File: src/rtl/ifu_if.sv
// IFU bus bundle: PC register link, instruction-memory request/response
// channels and the decode-side instruction handshake.
// master = the fetch unit, slave = its environment (PC, memory, decode).
interface ifu_if;
  logic [31:0] pc;
  logic        pc_advance;
  logic        flush;
  logic        imem_req_valid;
  logic        imem_req_ready;
  logic [31:0] imem_req_addr;
  logic        imem_rsp_valid;
  logic [31:0] imem_rsp_data;
  logic        imem_rsp_err;
  logic        inst_valid;
  logic        inst_ready;
  logic [31:0] inst;
  logic [31:0] inst_pc;
  logic        inst_fault;

  modport master (
    input  pc, flush, imem_req_ready, imem_rsp_valid, imem_rsp_data,
           imem_rsp_err, inst_ready,
    output pc_advance, imem_req_valid, imem_req_addr, inst_valid, inst,
           inst_pc, inst_fault
  );

  modport slave (
    output pc, flush, imem_req_ready, imem_rsp_valid, imem_rsp_data,
           imem_rsp_err, inst_ready,
    input  pc_advance, imem_req_valid, imem_req_addr, inst_valid, inst,
           inst_pc, inst_fault
  );
endinterface

File: src/rtl/ifu.sv
// Instruction fetch unit: one outstanding memory read at a time, result held
// for decode until accepted or flushed.
// Optional feature: define IFU_MISALIGN_CHECK_EN to turn a misaligned pc into
// a locally generated fetch fault instead of a memory request.
// The request address is taken straight from pc in the first REQ cycle (the
// PC register updates on the same edge that enters REQ) and held from the
// register afterwards, so it stays stable for the whole request.
module ifu (
  input  logic  clk,
  input  logic  rst,
  ifu_if.master bus
);

  localparam logic [31:0] NOP_INST = 32'h0000_0013;

  typedef enum logic [2:0] {
    IDLE = 3'd0,
    REQ  = 3'd1,
    WAIT = 3'd2,
    DROP = 3'd3,
    HOLD = 3'd4
  } state_t;

  state_t      state_r, state_s;
  logic        entry_r, entry_s;
  logic        flush_seen_r, flush_seen_s;
  logic [31:0] req_addr_r;
  logic [31:0] inst_r, inst_pc_r;
  logic        inst_fault_r;

  logic        load_s;
  logic [31:0] load_inst_s, load_pc_s;
  logic        load_fault_s;
  logic        pc_advance_s;
  logic        req_valid_s;
  logic        handshake_s;
  logic        misalign_s;
  logic [31:0] aligned_pc_s;

  assign aligned_pc_s = {bus.pc[31:2], 2'b00};

`ifdef IFU_MISALIGN_CHECK_EN
  assign misalign_s = entry_r && (bus.pc[1:0] != 2'b00);
`else
  assign misalign_s = 1'b0;
`endif

  assign req_valid_s = (state_r == REQ) && !misalign_s && !rst;
  assign handshake_s = req_valid_s && bus.imem_req_ready;

  // Next-state, capture and PC write-enable decode.
  always_comb begin
    state_s      = state_r;
    entry_s      = 1'b0;
    flush_seen_s = flush_seen_r;
    load_s       = 1'b0;
    load_inst_s  = inst_r;
    load_pc_s    = req_addr_r;
    load_fault_s = bus.imem_rsp_err;
    pc_advance_s = 1'b0;
    case (state_r)
      IDLE: begin
        state_s      = REQ;
        entry_s      = 1'b1;
        flush_seen_s = 1'b0;
      end
      REQ: begin
        if (misalign_s) begin
          if (bus.flush) begin
            state_s = REQ;
            entry_s = 1'b1;
          end else begin
            state_s      = HOLD;
            load_s       = 1'b1;
            load_inst_s  = NOP_INST;
            load_pc_s    = bus.pc;
            load_fault_s = 1'b1;
          end
        end else if (handshake_s) begin
          state_s      = (flush_seen_r || bus.flush) ? DROP : WAIT;
          flush_seen_s = 1'b0;
        end else begin
          flush_seen_s = flush_seen_r | bus.flush;
        end
      end
      WAIT: begin
        if (bus.flush) begin
          if (bus.imem_rsp_valid) begin
            state_s = REQ;
            entry_s = 1'b1;
          end else begin
            state_s = DROP;
          end
        end else if (bus.imem_rsp_valid) begin
          state_s     = HOLD;
          load_s      = 1'b1;
          load_inst_s = bus.imem_rsp_data;
        end else begin
          state_s = WAIT;
        end
      end
      DROP: begin
        if (bus.imem_rsp_valid) begin
          state_s = REQ;
          entry_s = 1'b1;
        end else begin
          state_s = DROP;
        end
      end
      HOLD: begin
        if (bus.flush) begin
          state_s = REQ;
          entry_s = 1'b1;
        end else if (bus.inst_ready) begin
          state_s      = REQ;
          entry_s      = 1'b1;
          pc_advance_s = 1'b1;
        end else begin
          state_s = HOLD;
        end
      end
      default: begin
        state_s      = IDLE;
        flush_seen_s = 1'b0;
      end
    endcase
  end

  // State, request address and instruction registers.
  always_ff @(posedge clk) begin
    if (rst) begin
      state_r      <= IDLE;
      entry_r      <= 1'b0;
      flush_seen_r <= 1'b0;
      req_addr_r   <= 32'h0000_0000;
      inst_r       <= NOP_INST;
      inst_pc_r    <= 32'h0000_0000;
      inst_fault_r <= 1'b0;
    end else begin
      state_r      <= state_s;
      entry_r      <= entry_s;
      flush_seen_r <= flush_seen_s;
      if (entry_r) begin
        req_addr_r <= aligned_pc_s;
      end
      if (load_s) begin
        inst_r       <= load_inst_s;
        inst_pc_r    <= load_pc_s;
        inst_fault_r <= load_fault_s;
      end
    end
  end

  assign bus.imem_req_valid = req_valid_s;
  assign bus.imem_req_addr  = entry_r ? aligned_pc_s : req_addr_r;
  assign bus.inst_valid     = (state_r == HOLD);
  assign bus.inst           = inst_r;
  assign bus.inst_pc        = inst_pc_r;
  assign bus.inst_fault     = inst_fault_r;
  assign bus.pc_advance     = pc_advance_s && !rst;

endmodule
File: src/flat_wrapper.sv
// flat-port wrapper written by rule: the top's interface ports become plain ports
module ifu_flat 
  (clk, rst, bus_pc, bus_flush, bus_imem_req_ready, bus_imem_rsp_valid, bus_imem_rsp_data, bus_imem_rsp_err, bus_inst_ready, bus_pc_advance, bus_imem_req_valid, bus_imem_req_addr, bus_inst_valid, bus_inst, bus_inst_pc, bus_inst_fault);
  ifu_if bus_i ();
  input  logic clk;
  input  logic rst;
  input wire logic [$bits(bus_i.pc)-1:0] bus_pc;
  input wire logic [$bits(bus_i.flush)-1:0] bus_flush;
  input wire logic [$bits(bus_i.imem_req_ready)-1:0] bus_imem_req_ready;
  input wire logic [$bits(bus_i.imem_rsp_valid)-1:0] bus_imem_rsp_valid;
  input wire logic [$bits(bus_i.imem_rsp_data)-1:0] bus_imem_rsp_data;
  input wire logic [$bits(bus_i.imem_rsp_err)-1:0] bus_imem_rsp_err;
  input wire logic [$bits(bus_i.inst_ready)-1:0] bus_inst_ready;
  output wire logic [$bits(bus_i.pc_advance)-1:0] bus_pc_advance;
  output wire logic [$bits(bus_i.imem_req_valid)-1:0] bus_imem_req_valid;
  output wire logic [$bits(bus_i.imem_req_addr)-1:0] bus_imem_req_addr;
  output wire logic [$bits(bus_i.inst_valid)-1:0] bus_inst_valid;
  output wire logic [$bits(bus_i.inst)-1:0] bus_inst;
  output wire logic [$bits(bus_i.inst_pc)-1:0] bus_inst_pc;
  output wire logic [$bits(bus_i.inst_fault)-1:0] bus_inst_fault;
  assign bus_i.pc = bus_pc;
  assign bus_i.flush = bus_flush;
  assign bus_i.imem_req_ready = bus_imem_req_ready;
  assign bus_i.imem_rsp_valid = bus_imem_rsp_valid;
  assign bus_i.imem_rsp_data = bus_imem_rsp_data;
  assign bus_i.imem_rsp_err = bus_imem_rsp_err;
  assign bus_i.inst_ready = bus_inst_ready;
  assign bus_pc_advance = bus_i.pc_advance;
  assign bus_imem_req_valid = bus_i.imem_req_valid;
  assign bus_imem_req_addr = bus_i.imem_req_addr;
  assign bus_inst_valid = bus_i.inst_valid;
  assign bus_inst = bus_i.inst;
  assign bus_inst_pc = bus_i.inst_pc;
  assign bus_inst_fault = bus_i.inst_fault;
  ifu u_core (.clk(clk), .rst(rst), .bus(bus_i));
endmodule
File: config.mk
export PLATFORM = sky130hd
export DESIGN_NAME = ifu_flat
export DESIGN_NICKNAME = d
export VERILOG_FILES = /design/src/rtl/ifu_if.sv /design/src/rtl/ifu.sv /design/src/flat_wrapper.sv
export SDC_FILE = /design/constraint.sdc
export NUM_CORES = 1
export LEC_CHECK = 0
export ABC_AREA = 1
export BUFFER_PORTS_ARGS = -buffer_cell sky130_fd_sc_hd__buf_2
export CORE_ASPECT_RATIO = 0.7
export CORE_MARGIN = 2
export CORE_UTILIZATION = 42
export DETAILED_ROUTE_END_ITERATION = 10
export GPL_TIMING_DRIVEN = 0
export PLACE_DENSITY = 0.88
export SLEW_MARGIN = 20
export SYNTH_ARGS = -nofsm -noshare
export SYNTH_HDL_FRONTEND = slang
export SYNTH_SLANG_ARGS = --single-unit
File: constraint.sdc
create_clock -name clk -period 1.32 [get_ports clk]
set_clock_uncertainty 0.2 [all_clocks]
set_input_delay 0 -clock clk [delete_from_list [all_inputs] [get_ports clk]]
set_output_delay 0 -clock clk [all_outputs]
set_load 0.03 [all_outputs]
==> results.json, run 1 <==
{
  "ys_warn_count": 0,
  "nets": 842,
  "min_period_over_period": 1.25,
  "setup_viol": 103,
  "p_leak_nw": 3.30,
  "port_buffers": 167,
  "fmax_mhz": 605,
  "clk_pin_slew_ns": 0.07,
  "maxSlewViolCount": 0,
  "grt_max_degree": 15,
  "final_area_um2": 7040,
  "cp_slowest_cell": "dfxtp_4",
  "endpoint_kind": "flip-flop",
  "violations": "negative setup slack",
  "hpwl_um": 7920,
  "cts_tree": "done",
  "drc": 0,
  "grt_util_all_layers": 0.278,
  "cts_buffers": 9,
  "drtIter0Drc": 284,
  "fin_ws_ns": -0.334,
  "place_ws_ns": -0.523,
  "synth_area_leaders": "dfxtp_1 54%, nor2_1 13%, nand2_1 10%, o21ai_0 7.1%, a21oi_1 4.5%",
  "criticalPathCategory": "flip-flop to flip-flop",
  "total_power_mw": 8.59,
  "synth_top_area_frac": 0.539,
  "multi_input_area_um2": 2020,
  "wl_per_cell_um": 17.3,
  "clockBufferDepth": 2,
  "required_ns": 1.34,
  "ir_drop_mv": 0.986,
  "drt-total-wl_um": 15500,
  "post-route-min-period_ns": 1.65,
  "seqCellArea_um2": 2060,
  "fillers": 510,
  "relSlewSlack": 0.452,
  "place_congestion": 0.874,
  "cp_cell_sequence": "nor2_4 > nand4_4 > clkbuf_4 > o21ai_0 > nor2_1",
  "ys_ff_latch": 102,
  "post_dp_cell_area_um2": 4780,
  "synth_nets": 569,
  "vias": 4655,
  "arrival_ns": 1.67,
  "postSynthCellCount": 498,
  "area_delta_synth_final_pct": 85.7,
  "core_um2": 8620,
  "yosysSeqAreaShare": 0.539,
  "syn_avg_cell_area_um2": 7.61,
  "grt_overflow_total": 0,
  "die-area_um2": 9810,
  "yosys.area.top_type": "dfxtp_1",
  "grt_pass1_vias": 4535,
  "io_pins": 171,
  "start_util": 0.440,
  "ant_nets": 0,
  "cp_max_fo": 10,
  "numClockSinks": 102,
  "via_per_inst": 5.21,
  "cts_root_buf": "clkbuf_16",
  "hold_class": "primary input to flip-flop",
  "die_h_um": 83.5,
  "status": "complete, but fails checks",
  "stdcell_count": 894,
  "die_w_um": 118,
  "hold_viol": 0,
  "rows": 28,
  "tightest_slew_ns": 0.822,
  "dr.pass1.iters": 5,
  "power.density_nw_per_um2": 1220,
  "startpoint_type": "flip-flop",
  "rsz0062_at_grt": "yes",
  "yosys.cell_types.count": 23,
  "placed_cells": 785,
  "whs_ns": 0.0394,
  "insertion_delay_ns": 0.34,
  "drive_above_1_share": 0.468,
  "htree_num_levels": 3,
  "slowest_delay_ns": 0.37,
  "syn-cell-area_um2": 3790,
  "maxCapViolations": 0,
  "antenna_found_initial": 0,
  "grt_pass1_wl_um": 21800
}
## synth_stat cells
cell type,n
clkbuf_2,2
buf_4,1
dfxtp_1,102
a21oi_1,34
o21ai_1,10
nand3_1,8
clkbuf_1,17
nor2_4,1
nand2_1,103
inv_2,3
nor3_1,2
buf_1,1
o31ai_1,1
inv_1,8
buf_8,1
buf_2,4
o21ai_0,54
nor2_1,127
nand4_1,1
buf_6,6
nor2_2,10
o211ai_1,1
nand4_4,1
## power breakdown
part / total (mW) / switching, mW / internal [mW] / leakage [nW]
Combinational: 2.57 / 1.43 / 1.14 / 2.34
Clock: 2.58 / 1.09 / 1.49 / 0.137
Sequential: 3.45 / 0.184 / 3.26 / 0.831
## critical path: cells and delay by family (launching register included)
| family | cells | cell delay [ns] |
|---|---|---|
| simple gates | 3 | 0.43 |
| compound gates | 1 | 0.28 |
| buf+inv | 1 | 0.25 |
| flops | 1 | 0.37 |
## cell families after synthesis
logic type / count (synthesis) / synth area share
flops: 102 / 0.539
buf+inv: 43 / 0.0604
simple gates: 253 / 0.268
compound gates: 100 / 0.133
## registers in the layout, indices dropped and copies added, names as in the netlist
signal and cells:
u_core.entry_r 1, u_core.bus.inst 32, u_core.flush_seen_r 1, u_core.bus.inst_fault 1
u_core.state_r 3, u_core.bus.inst_pc 32, u_core.req_addr_r 32
## cell usage in the layout (no fill, tap or decap), types with 2 or more instances in the layout
cell type / netlist / final
buf_2: 4 / 133
nor2_1: 127 / 103
dfxtp_1: 102 / 98
dlygate4sd3_1: 0 / 69
nand2_1: 103 / 47
buf_6: 6 / 37
nand2_2: 0 / 36
a21oi_1: 34 / 33
o21ai_2: 0 / 27
nor2_2: 10 / 26
clkbuf_16: 0 / 19
nand2_4: 0 / 19
buf_4: 1 / 19
o21ai_1: 10 / 18
o21ai_0: 54 / 17
buf_8: 1 / 11
nor2_4: 1 / 9
clkbuf_1: 17 / 9
nand3_1: 8 / 7
inv_1: 8 / 5
inv_4: 0 / 4
dfxtp_4: 0 / 4
buf_12: 0 / 3
clkbuf_8: 0 / 2
nor3_1: 2 / 2
o21ai_4: 0 / 2
## metrics by stage
step,utilization,setup TNS (ns)
after detailed placement,0.555,-34.92
after global routing,0.817,-25.44
after floorplan,-,-1.59
final,0.817,-19.78
after CTS,0.741,-15.65
after global placement,0.555,-30.15
## worst paths after layout
check	from	to	slack, ns	cells past startpoint
max	u_core.state_r[2]	u_core.bus.inst[8]	-0.33	5
min	rst	u_core.req_addr_r[3]	0.04	3
min reg2reg	u_core.bus.inst_pc[19]	u_core.bus.inst_pc[19]	0.27	2
max reg2reg	u_core.state_r[2]	u_core.bus.inst[8]	-0.33	5
## cell type report
| class | count | area share |
|---|---|---|
| Clock inverter | 2 | 0.00498 |
| Sequential cell | 102 | 0.292 |
| Multi-Input combinational cell | 353 | 0.287 |
| Inverter | 11 | 0.00835 |
| Timing Repair Buffer | 263 | 0.296 |
| Antenna cell | 1 | 0.000355 |
| Clock buffer | 11 | 0.0345 |
| Buffer | 31 | 0.0551 |
| Tap cell | 120 | 0.0213 |
## what timing repair did
action / in CTS / in global routing
pin swaps: 2 / 26
cloned: 4 / 5
resized for setup: 153 / 149
endpoints found under the setup margin: 134 / 105
setup buffers: 10 / 9
hold buffers: 69 / 0
hold endpoints to repair: 70 / 0
## layer usage
metal  vias to the layer above  global-route usage  wire, µm
met5                         -                   0         0
li1                       2142                   -         -
met1                      2226               0.301      5700
met3                        65              0.0710       918
met2                       222               0.511      8130
met4                         0               0.131       754
Note: power is estimated with default switching activity, not from simulation.
==> run 2, diff against run 1 <==
==> constraint.sdc (replaced) <==
create_clock -name clk -period 1.32 [get_ports clk]
set_clock_uncertainty 0.2 [all_clocks]
set_input_delay 0.198 -clock clk [delete_from_list [all_inputs] [get_ports clk]]
set_output_delay 0.198 -clock clk [all_outputs]
set_load 0.03 [all_outputs]
==> run 2 against run 1 <==
Net effect: clock power up 5%; the run ends with negative hold slack, negative setup slack left; first-iteration DRC count up 18%; sequential power about the same; largest cell class unchanged; setup slack worse by 0.074 ns; routed wire length up 3.8%; worst hold slack worse by 0.079 ns; die area unchanged; non-clock buffer count down 25; cell area up 3.5%.
==> results.json, run 2 (synthesized netlist as in run 1, its figures left out) <==
{
  "status": "complete, but fails checks",
  "violations": "negative hold slack, negative setup slack",
  "rsz0062_at_grt": "yes",
  "maxCapViolations": 0,
  "hold_class": "primary input to flip-flop",
  "die_w_um": 118,
  "clk_pin_slew_ns": 0.07,
  "grt_util_all_layers": 0.306,
  "io_pins": 171,
  "maxSlewViolCount": 0,
  "hpwl_um": 8060,
  "whs_ns": -0.0395,
  "grt_pass1_vias": 4783,
  "power.density_nw_per_um2": 1210,
  "vias": 4656,
  "tightest_slew_ns": 0.945,
  "fin_setup_tns_ns": -30.78,
  "min_period_over_period": 1.31,
  "cp_max_fo": 10,
  "ant_nets": 0,
  "relSlewSlack": 0.370,
  "clockBufferDepth": 2,
  "antenna_found_initial": 2,
  "slowest_delay_ns": 0.33,
  "drtIter0Drc": 334,
  "place_ws_ns": -0.325,
  "cts_tree": "done",
  "grt_pass1_wl_um": 24000,
  "start_util": 0.440,
  "insertion_delay_ns": 0.33,
  "total_power_mw": 8.85,
  "numClockSinks": 102,
  "layout_common_cells": "103 x buf_2, 102 x nor2_1, 92 x dfxtp_1",
  "layout_commonest_cell": "buf_2",
  "area_delta_synth_final_pct": 92.3,
  "startpoint_type": "flip-flop",
  "nets": 817,
  "die-area_um2": 9810,
  "cp_slowest_cell": "dfxtp_2",
  "fillers": 466,
  "cts_buffers": 9,
  "required_ns": 0.92,
  "wl_per_cell_um": 18.4,
  "hold_viol": 25,
  "criticalPathCategory": "flip-flop to output port",
  "core_um2": 8620,
  "endpoint_kind": "output port",
  "grt_overflow_total": 0,
  "fmax_mhz": 579,
  "dr.pass1.iters": 5,
  "drc": 0,
  "arrival_ns": 1.33,
  "ctsHoldBuffers": 34,
  "htree_num_levels": 3,
  "rows": 28,
  "setup_viol": 106,
  "post-route-min-period_ns": 1.73,
  "cp_cell_sequence": "buf_8 > inv_8 > clkbuf_16 > nand2_2 > nand2_2 > buf_6",
  "drive_above_1_share": 0.581,
  "port_buffers": 167,
  "crit_path_frequent_cell": "nand2_2",
  "cts_root_buf": "clkbuf_16",
  "place_congestion": 0.812,
  "p_leak_nw": 3.32,
  "ir_drop_mv": 0.987,
  "drt-total-wl_um": 16100,
  "die_h_um": 83.5,
  "via_per_inst": 5.33,
  "grt_max_degree": 17,
  "fin_ws_ns": -0.408
}
## run 2: path summary, 6_finish.rpt
check | from | endpoint | slack [ns] | cells past startpoint
min | bus_pc[16] | u_core.req_addr_r[16] | -0.04 | 3
max | u_core.entry_r | bus_imem_req_addr[8] | -0.41 | 6
min reg2reg | u_core.bus.inst_pc[17] | u_core.bus.inst_pc[17] | 0.27 | 2
max reg2reg | u_core.state_r[1] | u_core.bus.inst_pc[5] | -0.35 | 8
## run 2: repair_timing
item                                    CTS  global route
gates cloned                             14             1
pin swaps                                19            44
endpoints found under the hold margin    64            26
setup buffers                            24             7
resized for setup                       295           130
endpoints found under the setup margin  132           131
## run 2: routing by layer
layer,track usage,part of all wire
met5,0,0
met4,0.161,0.045
met3,0.0717,0.056
met2,0.529,0.49
met1,0.354,0.40
## run 2: where the power goes
part           leakage (nW)  total [mW]  switching [mW]  internal, mW
Sequential            0.830        3.44           0.176          3.26
Combinational          2.34        2.69            1.51          1.18
Clock                 0.149        2.72            1.14          1.58
## run 2: area by class of cell
cell class / instances / area [µm²] / area share
inverter: 11 / 63.8 / 0.00875
clock buffer: 12 / 256 / 0.0352
timing repair buffer: 239 / 2040 / 0.280
tap: 120 / 150 / 0.0206
clock inverter: 4 / 55.1 / 0.00755
buffer: 30 / 399 / 0.0548
antenna: 2 / 5.00 / 0.000687
multi-input combinational: 353 / 2260 / 0.310
sequential: 102 / 2060 / 0.283
## run 2: worst max-delay path: cells and delay by family, from the launching register on
| family | cells | cell delay [ns] |
|---|---|---|
| buffers and inverters | 4 | 0.52 |
| AND/OR/NAND/NOR | 2 | 0.14 |
| flip-flops | 1 | 0.33 |
## run 2: metrics by stage
step | std cells | util | area (µm²)
after floorplan | 498 | - | 3920
after global placement | 785 | 0.569 | 4900
after detailed placement | 785 | 0.569 | 4900
after CTS | 873 | 0.818 | 7050
after global routing | 873 | 0.846 | 7290
final | 873 | 0.846 | 7290
==> run 3, diff against run 2 <==
Settings changed: CORE_ASPECT_RATIO 0.7 to 1.2, SLEW_MARGIN 20 to not set.
==> run 3 against run 2 <==
Net effect: the flow still finishes with violations (negative hold slack, negative setup slack); fmax is 13% lower; core utilization grew 4.2 points; setup slack got worse by 0.26 ns; sequential power increased by 2%; die area barely moved; cell area increased by 5.4%; global-route usage up 0.84 points.
==> results.json, run 3 (synthesized netlist as in run 1, its figures left out) <==
{
  "relSlewSlack": 0.466,
  "drc": 0,
  "port_buffers": 167,
  "post-route-min-period_ns": 1.99,
  "status": "complete, but fails checks",
  "required_ns": 1.37,
  "area_delta_synth_final_pct": 103,
  "arrival_ns": 2.03,
  "drt-total-wl_um": 20100,
  "ir_drop_mv": 0.886,
  "grt_overflow_total": 0,
  "place_congestion": 0.804,
  "clk_pin_slew_ns": 0.12,
  "ant_nets": 0,
  "htree_num_levels": 3,
  "hpwl_um": 8010,
  "die_w_um": 90.7,
  "rsz0062_at_grt": "yes",
  "wl_per_cell_um": 22.5,
  "setup_viol": 116,
  "setup.worst_path.start": "u_core.state_r[1]",
  "hold_viol": 29,
  "power.density_nw_per_um2": 1110,
  "die_h_um": 108,
  "start_util": 0.438,
  "rows": 37,
  "startpoint_type": "flip-flop",
  "maxSlewViolCount": 0,
  "cts_buffers": 9,
  "grt_max_degree": 18,
  "drtIter0Drc": 318,
  "grt-busiest-layer": "met2",
  "criticalPathCategory": "flip-flop to flip-flop",
  "final_area_um2": 7680,
  "cp_max_fo": 5,
  "nets": 841,
  "grt_pass1_vias": 4958,
  "endpoint_kind": "flip-flop",
  "core_um2": 8660,
  "clockBufferDepth": 2,
  "antenna_found_initial": 1,
  "fin_setup_tns_ns": -36.66,
  "ctsHoldBuffers": 40,
  "numClockSinks": 102,
  "layout_commonest_cell": "buf_4",
  "grt_util_all_layers": 0.314,
  "use_met1": 0.311,
  "grt_pass1_wl_um": 24300,
  "whs_ns": -0.0946,
  "via_per_inst": 5.76,
  "drive_above_1_share": 0.668,
  "seqCellArea_um2": 2110,
  "hold_class": "primary input to flip-flop",
  "p_leak_nw": 3.50,
  "met2_usage": 0.602,
  "cts_tree": "done",
  "fin_ws_ns": -0.670,
  "reg2reg_from": "u_core.state_r[1]",
  "min_period_over_period": 1.51,
  "tightest_slew_ns": 0.800,
  "maxCapViolations": 0,
  "multi_input_area_um2": 2450,
  "vias": 5148,
  "hp-start": "bus_pc[28]",
  "dr.pass1.iters": 8,
  "io_pins": 171,
  "insertion_delay_ns": 0.37,
  "violations": "negative hold slack, negative setup slack",
  "total_power_mw": 8.52,
  "cts_root_buf": "clkbuf_8",
  "layout_common_cells": "87 x buf_4, 72 x nor2_1, 69 x buf_2",
  "die-area_um2": 9810,
  "fillers": 346,
  "met3_usage": 0.0530,
  "fmax_mhz": 503,
  "post_dp_cell_area_um2": 4900
}
-- run 3: repair_timing --
item                                    4_1_cts  5_1_grt
endpoints found under the hold margin        67       30
resized for setup                           314      268
buffers inserted                             27       27
pin swaps                                    22       61
endpoints found under the setup margin      152      165
cloned                                       16        1
-- run 3: metal layers --
metal | part of all wire | vias to the layer above | routed length (µm)
li1 | - | 2140 | -
met1 | 0.31 | 2391 | 6340
met2 | 0.52 | 428 | 10400
met3 | 0.068 | 187 | 1380
met4 | 0.10 | 2 | 2030
met5 | 0.00065 | - | 13
-- run 3: layout make-up --
type / instances / area share
well taps: 117 / 0.0190
plain buffers: 30 / 0.0524
flip-flops and latches: 102 / 0.274
clock inverters: 5 / 0.00830
multi-input cells: 353 / 0.319
diodes: 2 / 0.000651
inverters: 11 / 0.00863
clock buffers: 11 / 0.0171
repair buffers: 263 / 0.300
-- run 3: worst paths after layout --
check	endpoint	cells after the start	slack [ns]
worst min-delay path	u_core.req_addr_r[28]	3	-0.09
worst min register to register	u_core.bus.inst[7]	2	0.28
worst max register to register	u_core.bus.inst[10]	9	-0.67
worst max-delay path	u_core.bus.inst[10]	9	-0.67
-- run 3: power breakdown --
group | leakage (nW) | internal, mW | switching [mW]
Clock | 0.0950 | 0.903 | 1.17
Combinational | 2.56 | 1.29 | 1.64
Sequential | 0.848 | 3.27 | 0.239
Total | 3.50 | 5.47 | 3.05
-- run 3: through the flow --
step	instances	util	hold slack, ns	setup slack, ns
floorplan	498	-	0.111	-0.0979
global placement	782	0.566	0.207	-0.304
detailed placement	782	0.566	0.216	-0.316
CTS	881	0.820	-0.0850	-0.423
global route	892	0.887	-0.0803	-0.686
finish	894	0.888	-0.0946	-0.670
-- run 3: critical path, cell delays in order, from the launching register on --
cell	delay (ns)
dfxtp_4	0.39
inv_4	0.05
nor2_4	0.12
nand4_4	0.23
inv_4	0.15
buf_6	0.13
buf_4	0.13
buf_8	0.12
nor2_1	0.06
nor2_1	0.30
